<file path="config.mk">
export PLATFORM = sky130hd
export DESIGN_NAME = axi4lite_flash_prefetch
export DESIGN_NICKNAME = d
export VERILOG_FILES = /design/src/rtl/axi4lite_flash_prefetch.sv
export SDC_FILE = /design/constraint.sdc
export NUM_CORES = 1
export LEC_CHECK = 0
export ABC_AREA = 1
export CORE_MARGIN = 3
export CORE_UTILIZATION = 50
export DETAILED_ROUTE_END_ITERATION = 8
export HOLD_SLACK_MARGIN = 0.1
export PLACE_DENSITY = 0.78
export SYNTH_ARGS = -nofsm -noshare
export SYNTH_HDL_FRONTEND = slang
export SYNTH_SLANG_ARGS = --single-unit
export TNS_END_PERCENT = 1
</file>
<file path="constraint.sdc">
create_clock -name aclk -period 6.5 [get_ports aclk]
set_input_delay 0.975 -clock aclk [delete_from_list [all_inputs] [get_ports aclk]]
set_output_delay 0.975 -clock aclk [all_outputs]
set_load 0.005 [all_outputs]
</file>
<file path="src/rtl/axi4lite_flash_prefetch.sv">
// axi4lite_flash_prefetch: fully-associative read buffer with sequential prefetch in front of axi4lite_flash
module axi4lite_flash_prefetch #(
  parameter int ADDR_WIDTH = 24,
  parameter int DATA_WIDTH = 64,
  parameter int LINES = 4,
  parameter int PREFETCH = 1
) (
  input  logic                    aclk,
  input  logic                    aresetn,
  input  logic                    invalidate,
  input  logic [ADDR_WIDTH-1:0]   bus_awaddr,
  input  logic                    bus_awvalid,
  output logic                    bus_awready,
  input  logic [DATA_WIDTH-1:0]   bus_wdata,
  input  logic [DATA_WIDTH/8-1:0] bus_wstrb,
  input  logic                    bus_wvalid,
  output logic                    bus_wready,
  output logic [1:0]              bus_bresp,
  output logic                    bus_bvalid,
  input  logic                    bus_bready,
  input  logic [ADDR_WIDTH-1:0]   bus_araddr,
  input  logic                    bus_arvalid,
  output logic                    bus_arready,
  output logic [DATA_WIDTH-1:0]   bus_rdata,
  output logic [1:0]              bus_rresp,
  output logic                    bus_rvalid,
  input  logic                    bus_rready,
  output logic [ADDR_WIDTH-1:0]   flash_awaddr,
  output logic                    flash_awvalid,
  input  logic                    flash_awready,
  output logic [DATA_WIDTH-1:0]   flash_wdata,
  output logic [DATA_WIDTH/8-1:0] flash_wstrb,
  output logic                    flash_wvalid,
  input  logic                    flash_wready,
  input  logic [1:0]              flash_bresp,
  input  logic                    flash_bvalid,
  output logic                    flash_bready,
  output logic [ADDR_WIDTH-1:0]   flash_araddr,
  output logic                    flash_arvalid,
  input  logic                    flash_arready,
  input  logic [DATA_WIDTH-1:0]   flash_rdata,
  input  logic [1:0]              flash_rresp,
  input  logic                    flash_rvalid,
  output logic                    flash_rready
);
  localparam int BYTES = DATA_WIDTH / 8;
  localparam int PW = $clog2(LINES);
  typedef enum logic [2:0] {IDLE, MISS_AR, MISS_R, RESP, PF_AR, PF_R} state_t;
  state_t state_q, state_d;
  logic [LINES-1:0] valid_q, valid_d;
  logic [ADDR_WIDTH-1:0] tag_q [LINES];
  logic [ADDR_WIDTH-1:0] tag_d [LINES];
  logic [DATA_WIDTH-1:0] line_q [LINES];
  logic [DATA_WIDTH-1:0] line_d [LINES];
  logic [PW-1:0] ptr_q, ptr_d;
  logic [ADDR_WIDTH-1:0] addr_q, addr_d, pf_addr;
  logic [DATA_WIDTH-1:0] rdata_q, rdata_d, hit_data;
  logic [1:0] rresp_q, rresp_d, bresp_q, bresp_d;
  logic miss_q, miss_d, kill_q, kill_d;
  logic arready_q, arready_d, rvalid_q, rvalid_d;
  logic flash_arvalid_q, flash_arvalid_d, flash_rready_q, flash_rready_d;
  logic aw_q, aw_d, w_q, w_d, bvalid_q, bvalid_d;
  logic hit, pf_hit, f_hs, fill, aw_hs, w_hs;
  logic unused;
  assign unused = ^{bus_awaddr, bus_wdata, bus_wstrb, flash_awready, flash_wready, flash_bresp, flash_bvalid};
  assign pf_addr = addr_q + ADDR_WIDTH'(BYTES);
  assign f_hs = flash_rvalid && flash_rready_q;
  // a fill is dropped if invalidate was seen at any point of the flash transaction
  assign fill = f_hs && flash_rresp == 2'b00 && !kill_q && !invalidate;
  always_comb begin
    hit = 1'b0;
    pf_hit = 1'b0;
    hit_data = '0;
    for (int i = 0; i < LINES; i++) begin
      if (valid_q[i] && tag_q[i] == bus_araddr) begin
        hit = 1'b1;
        hit_data = line_q[i];
      end
      pf_hit |= valid_q[i] && tag_q[i] == pf_addr;
    end
  end
  always_comb begin
    state_d = state_q;
    addr_d = addr_q;
    rdata_d = rdata_q;
    rresp_d = rresp_q;
    miss_d = miss_q;
    tag_d = tag_q;
    line_d = line_q;
    ptr_d = fill ? ptr_q + 1'b1 : ptr_q;
    valid_d = invalidate ? '0 : valid_q;
    kill_d = (state_q == IDLE || state_q == RESP) ? invalidate : kill_q || invalidate;
    if (fill) begin
      valid_d[ptr_q] = 1'b1;
      tag_d[ptr_q] = addr_q;
      line_d[ptr_q] = flash_rdata;
    end
    case (state_q)
      IDLE: if (bus_arvalid && arready_q) begin
        addr_d = bus_araddr;
        miss_d = !hit;
        state_d = hit ? RESP : MISS_AR;
        if (hit) begin
          rdata_d = hit_data;
          rresp_d = 2'b00;
        end
      end
      MISS_AR, PF_AR: if (flash_arready) state_d = state_q == MISS_AR ? MISS_R : PF_R;
      MISS_R: if (f_hs) begin
        rdata_d = flash_rdata;
        rresp_d = flash_rresp;
        state_d = RESP;
      end
      PF_R: if (f_hs) state_d = IDLE;
      RESP: if (bus_rready) begin
        state_d = (miss_q && rresp_q == 2'b00 && PREFETCH != 0 && !pf_hit) ? PF_AR : IDLE;
        if (state_d == PF_AR) addr_d = pf_addr;
      end
      default: state_d = IDLE;
    endcase
    arready_d = state_d == IDLE;
    rvalid_d = state_d == RESP;
    flash_arvalid_d = state_d == MISS_AR || state_d == PF_AR;
    flash_rready_d = state_d == MISS_R || state_d == PF_R;
  end
  assign bus_awready = !aw_q && !bvalid_q;
  assign bus_wready = !w_q && !bvalid_q;
  assign aw_hs = bus_awvalid && bus_awready;
  assign w_hs = bus_wvalid && bus_wready;
  always_comb begin
    bvalid_d = bvalid_q ? !bus_bready : (aw_q || aw_hs) && (w_q || w_hs);
    aw_d = !bvalid_d && (aw_q || aw_hs);
    w_d = !bvalid_d && (w_q || w_hs);
    bresp_d = bvalid_d ? 2'b10 : bresp_q;
  end
  always_ff @(posedge aclk or negedge aresetn)
    if (!aresetn) begin
      state_q <= IDLE;
      valid_q <= '0;
      tag_q <= '{default: '0};
      line_q <= '{default: '0};
      ptr_q <= '0;
      addr_q <= '0;
      rdata_q <= '0;
      rresp_q <= 2'b00;
      miss_q <= 1'b0;
      kill_q <= 1'b0;
      arready_q <= 1'b0;
      rvalid_q <= 1'b0;
      flash_arvalid_q <= 1'b0;
      flash_rready_q <= 1'b0;
      aw_q <= 1'b0;
      w_q <= 1'b0;
      bvalid_q <= 1'b0;
      bresp_q <= 2'b00;
    end else begin
      state_q <= state_d;
      valid_q <= valid_d;
      tag_q <= tag_d;
      line_q <= line_d;
      ptr_q <= ptr_d;
      addr_q <= addr_d;
      rdata_q <= rdata_d;
      rresp_q <= rresp_d;
      miss_q <= miss_d;
      kill_q <= kill_d;
      arready_q <= arready_d;
      rvalid_q <= rvalid_d;
      flash_arvalid_q <= flash_arvalid_d;
      flash_rready_q <= flash_rready_d;
      aw_q <= aw_d;
      w_q <= w_d;
      bvalid_q <= bvalid_d;
      bresp_q <= bresp_d;
    end
  assign bus_arready = arready_q;
  assign bus_rvalid = rvalid_q;
  assign bus_rdata = rdata_q;
  assign bus_rresp = rresp_q;
  assign bus_bvalid = bvalid_q;
  assign bus_bresp = bresp_q;
  assign flash_araddr = addr_q;
  assign flash_arvalid = flash_arvalid_q;
  assign flash_rready = flash_rready_q;
  assign flash_awaddr = '0;
  assign flash_awvalid = 1'b0;
  assign flash_wdata = '0;
  assign flash_wstrb = '0;
  assign flash_wvalid = 1'b0;
  assign flash_bready = 1'b1;
endmodule

</file>
# Word-level counts from Yosys, hierarchy flattened
# Index checks and enable logic that the tools add are counted.
# classes
div,0
addsub,2
bitwise_logic,5
mux,41
n_eq_ne,24
n_lt_le_gt_ge,4
shift,0
mul,0
reduce_logical,49
# op_table
cell,count
$mux W64,8
$bwmux W256,1
$eq A24 B24 Y1,8
$demux W64 S2,1
$pmux W64 S2,1
$bwmux W96,1
$mux W24,4
$demux W24 S2,1
$pmux W24 S2,1
$add A24 B4 Y24 const B,1
$logic_and A1 B1 Y1,24
$mux W3,7
$eq A3 B3 Y1 const B,5
$pmux W3 S5,1
$eq A3 B2 Y1 const B,4
$logic_not A1 Y1,9
$mux W2,4
$mux W4,2
$reduce_and A4 Y1,2
$mux W1,7
$eq A3 B1 Y1 const B,2
$logic_not A3 Y1,2
$logic_or A1 B1 Y1,6
$ne A2 B2 Y1 const B,3
other kinds (15),20
# totals
in_bits,201
out_inout_bits,198
mem_bits_rw,0
rom_bits,0
latchBits,0
ff_bits,461
elab_cells,149
n_memories,0

# Longest topological paths before layout
# logic_depth
ltp_word,13
depth_mapped,22
depth_no_buf,21

# Least setup slack after synthesis
# No wires, ideal clock.
# synth_timing
kind,input port to flip-flop
from,input port bus_araddr[20]
to,register rdata_q[50] (netlist: bus_rdata[50])
cell_stages,14
setup_time_ns,0.116
required_time_ns,6.384
path_slack_ns,3.788
path_buffers,3
arrival_ns,2.596
cell_sequence,buf_2 or2_2 nand4_1 nor3_1 nand4_1 nor2_1 nor2_1 nand2_1 a21oi_1 buf_2 buf_2 nor2_1 nand2_1 nand2_1
# synth_via
elab_chain_cells,9
word_cells_on_any_way,21
cone_classes,eq/ne (5); mux (11); reduce/logical (5)
# synth_lines
element,line_no,text
"start, declared",21,"input logic [ADDR_WIDTH-1:0] bus_araddr,"
$eq A24 B24 Y1,75,if (valid_q[i] && tag_q[i] == bus_araddr) begin
$logic_and A1 B1 Y1,75,
$mux W64 (4 in a row),75,
$mux W64,103,if (hit) begin
$mux W64,99,IDLE: if (bus_arvalid && arready_q) begin
$pmux W64 S2,98,case (state_q)
"end signal, assigned",163,rdata_q <= rdata_d;
"end, declared",57,"logic [DATA_WIDTH-1:0] rdata_q, rdata_d, hit_data;"
# Parallel ways exist; a longest one is shown, timed or not. The select of a mux whose other input is x is not followed.
# A chain may end at the register's enable or synchronous reset.

# Final worst setup path
# layout_timing
from,register addr_q[3] (netlist: flash_araddr[3])
to,register addr_q[8] (netlist: flash_araddr[8])
# layout_via
elab_chain_cells,12
word_cells_on_any_way,21
cone_classes,add/sub (1); eq/ne (6); mux (4); bitwise (3); reduce/logical (7)
# layout_lines
element,line_no,text
"start, declared",56,"logic [ADDR_WIDTH-1:0] addr_q, addr_d, pf_addr;"
"start signal, assigned",162,addr_q <= addr_d;
$add A24 B4 Y24 *,66,assign pf_addr = addr_q + ADDR_WIDTH'(BYTES);
$eq A24 B24 Y1,79,pf_hit |= valid_q[i] && tag_q[i] == pf_addr;
$logic_and A1 B1 Y1,79,
$or A1 B1 Y1 (3 in a row),79,
$logic_not A1 Y1,116,state_d = (miss_q && rresp_q == 2'b00 && PREFETCH != 0 && !pf_hit) ? PF_AR : IDLE;
$logic_and A1 B1 Y1,116,
$mux W3,116,
$eq A3 B3 Y1,117,if (state_d == PF_AR) addr_d = pf_addr;
$ne A2 B1 Y1 (no line),-,
$reduce_and A4 Y1 (no line),-,
# Every way passes the cells marked *; elsewhere a longest branch is shown, timed or not. The select of a mux whose other input is x is not followed.

==> reports/qor.yml <==
status:
  status: "finished, final reports clean"
timing:
  skew_ns: 0.0268
  fmax_mhz: 239
  slew_violations: 0
  relSlewSlack_pct: 23.1
  rsz0062_at_grt: "no"
  hold_viol: 0
  finalSetupViolations: 0
  fin_setup_tns_ns: 0
  tightest_slew_ns: 1.15
  min_period_over_period_pct: 64.4
  fin_crit_ns: 4.19
floorplanning:
  dieArea_sq_um: 55000
  coreArea_sq_um: 51500
  fp.dieH_um: 235
  ios: 399
  dieWidth_um: 235
  rows: 83
  start_util_pct: 50.7
synthesis:
  synth_area_leaders: "dfrtp_1 44%, nand2_1 24%, o21ai_0 7.8%, inv_1 6.1%, nor2_1 3.6%"
  ys_ff_latch: 461
  yosysSeqAreaShare_pct: 44.2
  synth_warnings: 0
  syn-cell-area_sq_um: 26100
  avgSynthCellArea_sq_um: 6.77
  yosysTopAreaCell: "dfrtp_1"
  synth_top_area_share_pct: 44.2
  synthCells: 3856
  synth_cell_types: 42
grt:
  use_met2_pct: 49.0
  grt_use_total_pct: 30.2
  grt-ovfl-total: 0
  grt_antenna_before_repair: 2
  met3_usage_pct: 4.47
  grt_pass1_vias: 23000
  use_met1_pct: 42.2
  gr-max-usage-layer: "met2"
  grt_start_max_net_pins: 157
  grt_pass1_wl_mm: 130
critical_path:
  worstRegToRegCells: 20
  regToRegSetupSlack_ns: 2.31
  rr_startpoint: "flash_araddr[3]$_DFFE_PN0P_"
  worstPathRequired_ns: 7.00
  crit_type: "register to register"
  start_kind: "register"
  path_max_fanout: 22
  r2r_end: "flash_araddr[8]$_DFFE_PN0P_"
  cp.arrival_ns: 4.68
  end_kind: "register"
clock_network:
  cts_resized: 0
  postCtsSetupRepairBufs: 0
  cts_tree: "built"
  cts_buffers: 51
  clk_latency_ns: 0.63
  path_clk_slew_ns: 0.06
  hold_buffers: 0
  htreeDepth: 2
  clock-sinks: 461
  cts_root_buffer: "clkbuf_16"
  clockBufferDepth: 3
placed_design:
  dp_hpwl_mm: 55.6
  port_buffers: 197
  gp_congestion: 1.03
  dp_cells: 4592
routing:
  vias: 24600
  detail-route-antenna-nets: 0
  drt_wl_total_mm: 84.0
  first_pass_iters: 6
  initialDrtViolationCount: 2217
  viasPerCell: 5.25
  wl_per_cell_um: 17.9
  route.detailed.drc: 0
power_and_ir_drop:
  power.density_nw_per_um2: 337
  worst_ir_drop_vdd_v: 0.000275
  p_leak_nw: 15.8
  total_power_mw: 10.1
final_layout:
  layout-drive-gt1-share_pct: 4.42
  area_growth_pct: 15.2
  fin_cells: 4689
  finalNetCount: 4171
min_path:
  hold_path_class: "primary input to asynchronous set/reset pin"
job:
  cap_violations: 0
## registers in the layout, summed over array words and instances (netlist names), 2 cells and up
signal / flops
line_q: 256
tag_q: 96
bus_rdata: 64
flash_araddr: 24
valid_q: 4
state_q: 3
bus_rresp: 2
ptr_q: 2
## through the flow
step	worst slack (ns)	instance area, sq um	util (%)	hold slack [ns]
floorplan	3.79	26500	-	0.444
global placement	2.00	28200	54.7	0.450
detailed placement	1.95	28200	54.7	0.458
CTS	2.46	30100	58.4	0.296
global route	2.11	30100	58.4	0.311
finish	2.31	30100	58.4	0.283
## cell type report
type / instances / area (sq um)
diodes: 1 / 2.50
clock buffers: 70 / 1450
clock inverters: 26 / 457
fillers: 4876 / 21400
inverters: 436 / 1640
multi-input cells: 2793 / 11900
flip-flops and latches: 461 / 11500
well taps: 680 / 851
repair buffers: 222 / 2210
## worst max-delay path, cell delays in order (launching register included)
cell and delay, ns:
dfrtp_1 0.70, ha_1 0.35, nand2_1 0.15, nor2_4 0.23, nand2_2 0.16, nor2_2 0.20
nand3_1 0.24, nand2_2 0.26, nand2_1 0.10, nand2_1 0.07, nor2_1 0.05, nand2_1 0.08
nor2_1 0.06, nand2_1 0.06, nand2_1 0.04, nor2_1 0.14, nand2_1 0.10, nand2_2 0.39
nand2_2 0.42, nand2_1 0.17, nand2_1 0.08
## cell families (layout without fill, tap and decap cells)
group                    Yosys count  count (layout)  synth area share, %
buffers and inverters            700             754                 11.7
XOR/XNOR                          46              46                 1.54
AND/OR/NAND/NOR                 2187            2187                 33.4
other                              2             101               0.0288
adder cells (fa/ha/maj)            5               5                0.240
flip-flops                       461             461                 44.2
AO/OA/AOI/OAI                    455             455                 8.93
## worst max path at each step
stage / from / to / slack (ns) / depth (start not counted)
after CTS: flash_araddr[3]$_DFFE_PN0P_ / flash_araddr[8]$_DFFE_PN0P_ / 2.46 / 20
after global placement: flash_rvalid / line_q[154]$_DFFE_PN0P_ / 2.00 / 10
after global routing: flash_araddr[3]$_DFFE_PN0P_ / flash_araddr[12]$_DFFE_PN0P_ / 2.11 / 20
after floorplan: bus_araddr[20] / bus_rdata[50]$_DFFE_PN0P_ / 3.79 / 14
final: flash_araddr[3]$_DFFE_PN0P_ / flash_araddr[8]$_DFFE_PN0P_ / 2.31 / 20
after detailed placement: flash_rvalid / line_q[148]$_DFFE_PN0P_ / 1.95 / 10
## where the power goes
part           leakage (nW)  switching [mW]  internal [mW]
Sequential             5.65           0.500           3.42
Clock                 0.918            1.30           1.94
Combinational          9.28            1.79           1.19
Total                  15.8            3.59           6.56
## layout by cell type, fill, tap and decap left out, drive strengths merged, types with 3 or more instances in the layout
cell | synthesis | layout
clkinv | 3 | 15
nor2 | 260 | 260
conb | 2 | 100
a21oi | 23 | 23
buf | 140 | 26
dfrtp | 461 | 461
ha | 5 | 5
clkinvlp | 0 | 3
xor2 | 22 | 22
nor3 | 20 | 20
nor4 | 12 | 12
clkbuf | 124 | 70
nor3b | 5 | 5
inv | 433 | 435
o21ai | 413 | 413
bufinv | 0 | 9
o22ai | 9 | 9
clkdlybuf4s50 | 0 | 196
nand3b | 11 | 11
or2 | 8 | 8
nand3 | 95 | 95
nand2 | 1721 | 1721
xnor2 | 24 | 24
nand4 | 52 | 52
## metal layers
metal	vias to the layer above	wire length, um
li1	11800	-
met1	11600	35800
met2	1054	39100
met3	141	6690
met4	2	2360
met5	-	20
## Yosys cell counts (all sizes together)
| cell | count |
|---|---|
| xor2 | 22 |
| xnor2 | 24 |
| nand3 | 95 |
| and3 | 1 |
| nor4 | 12 |
| o2111ai | 2 |
| inv | 433 |
| nor4b | 2 |
| buf | 140 |
| conb | 2 |
| or2 | 8 |
| nand2 | 1721 |
| o21ai | 413 |
| o21bai | 2 |
| o221ai | 1 |
| nor2 | 260 |
| nor3 | 20 |
| a31oi | 1 |
| o211ai | 1 |
| clkbuf | 124 |
| nand4 | 52 |
| clkinv | 3 |
| o21a | 2 |
| o22ai | 9 |
| nand3b | 11 |
| dfrtp | 461 |
| nor3b | 5 |
| ha | 5 |
| a21oi | 23 |
| a21o | 1 |
No activity file was read; power rests on OpenSTA's default activity.
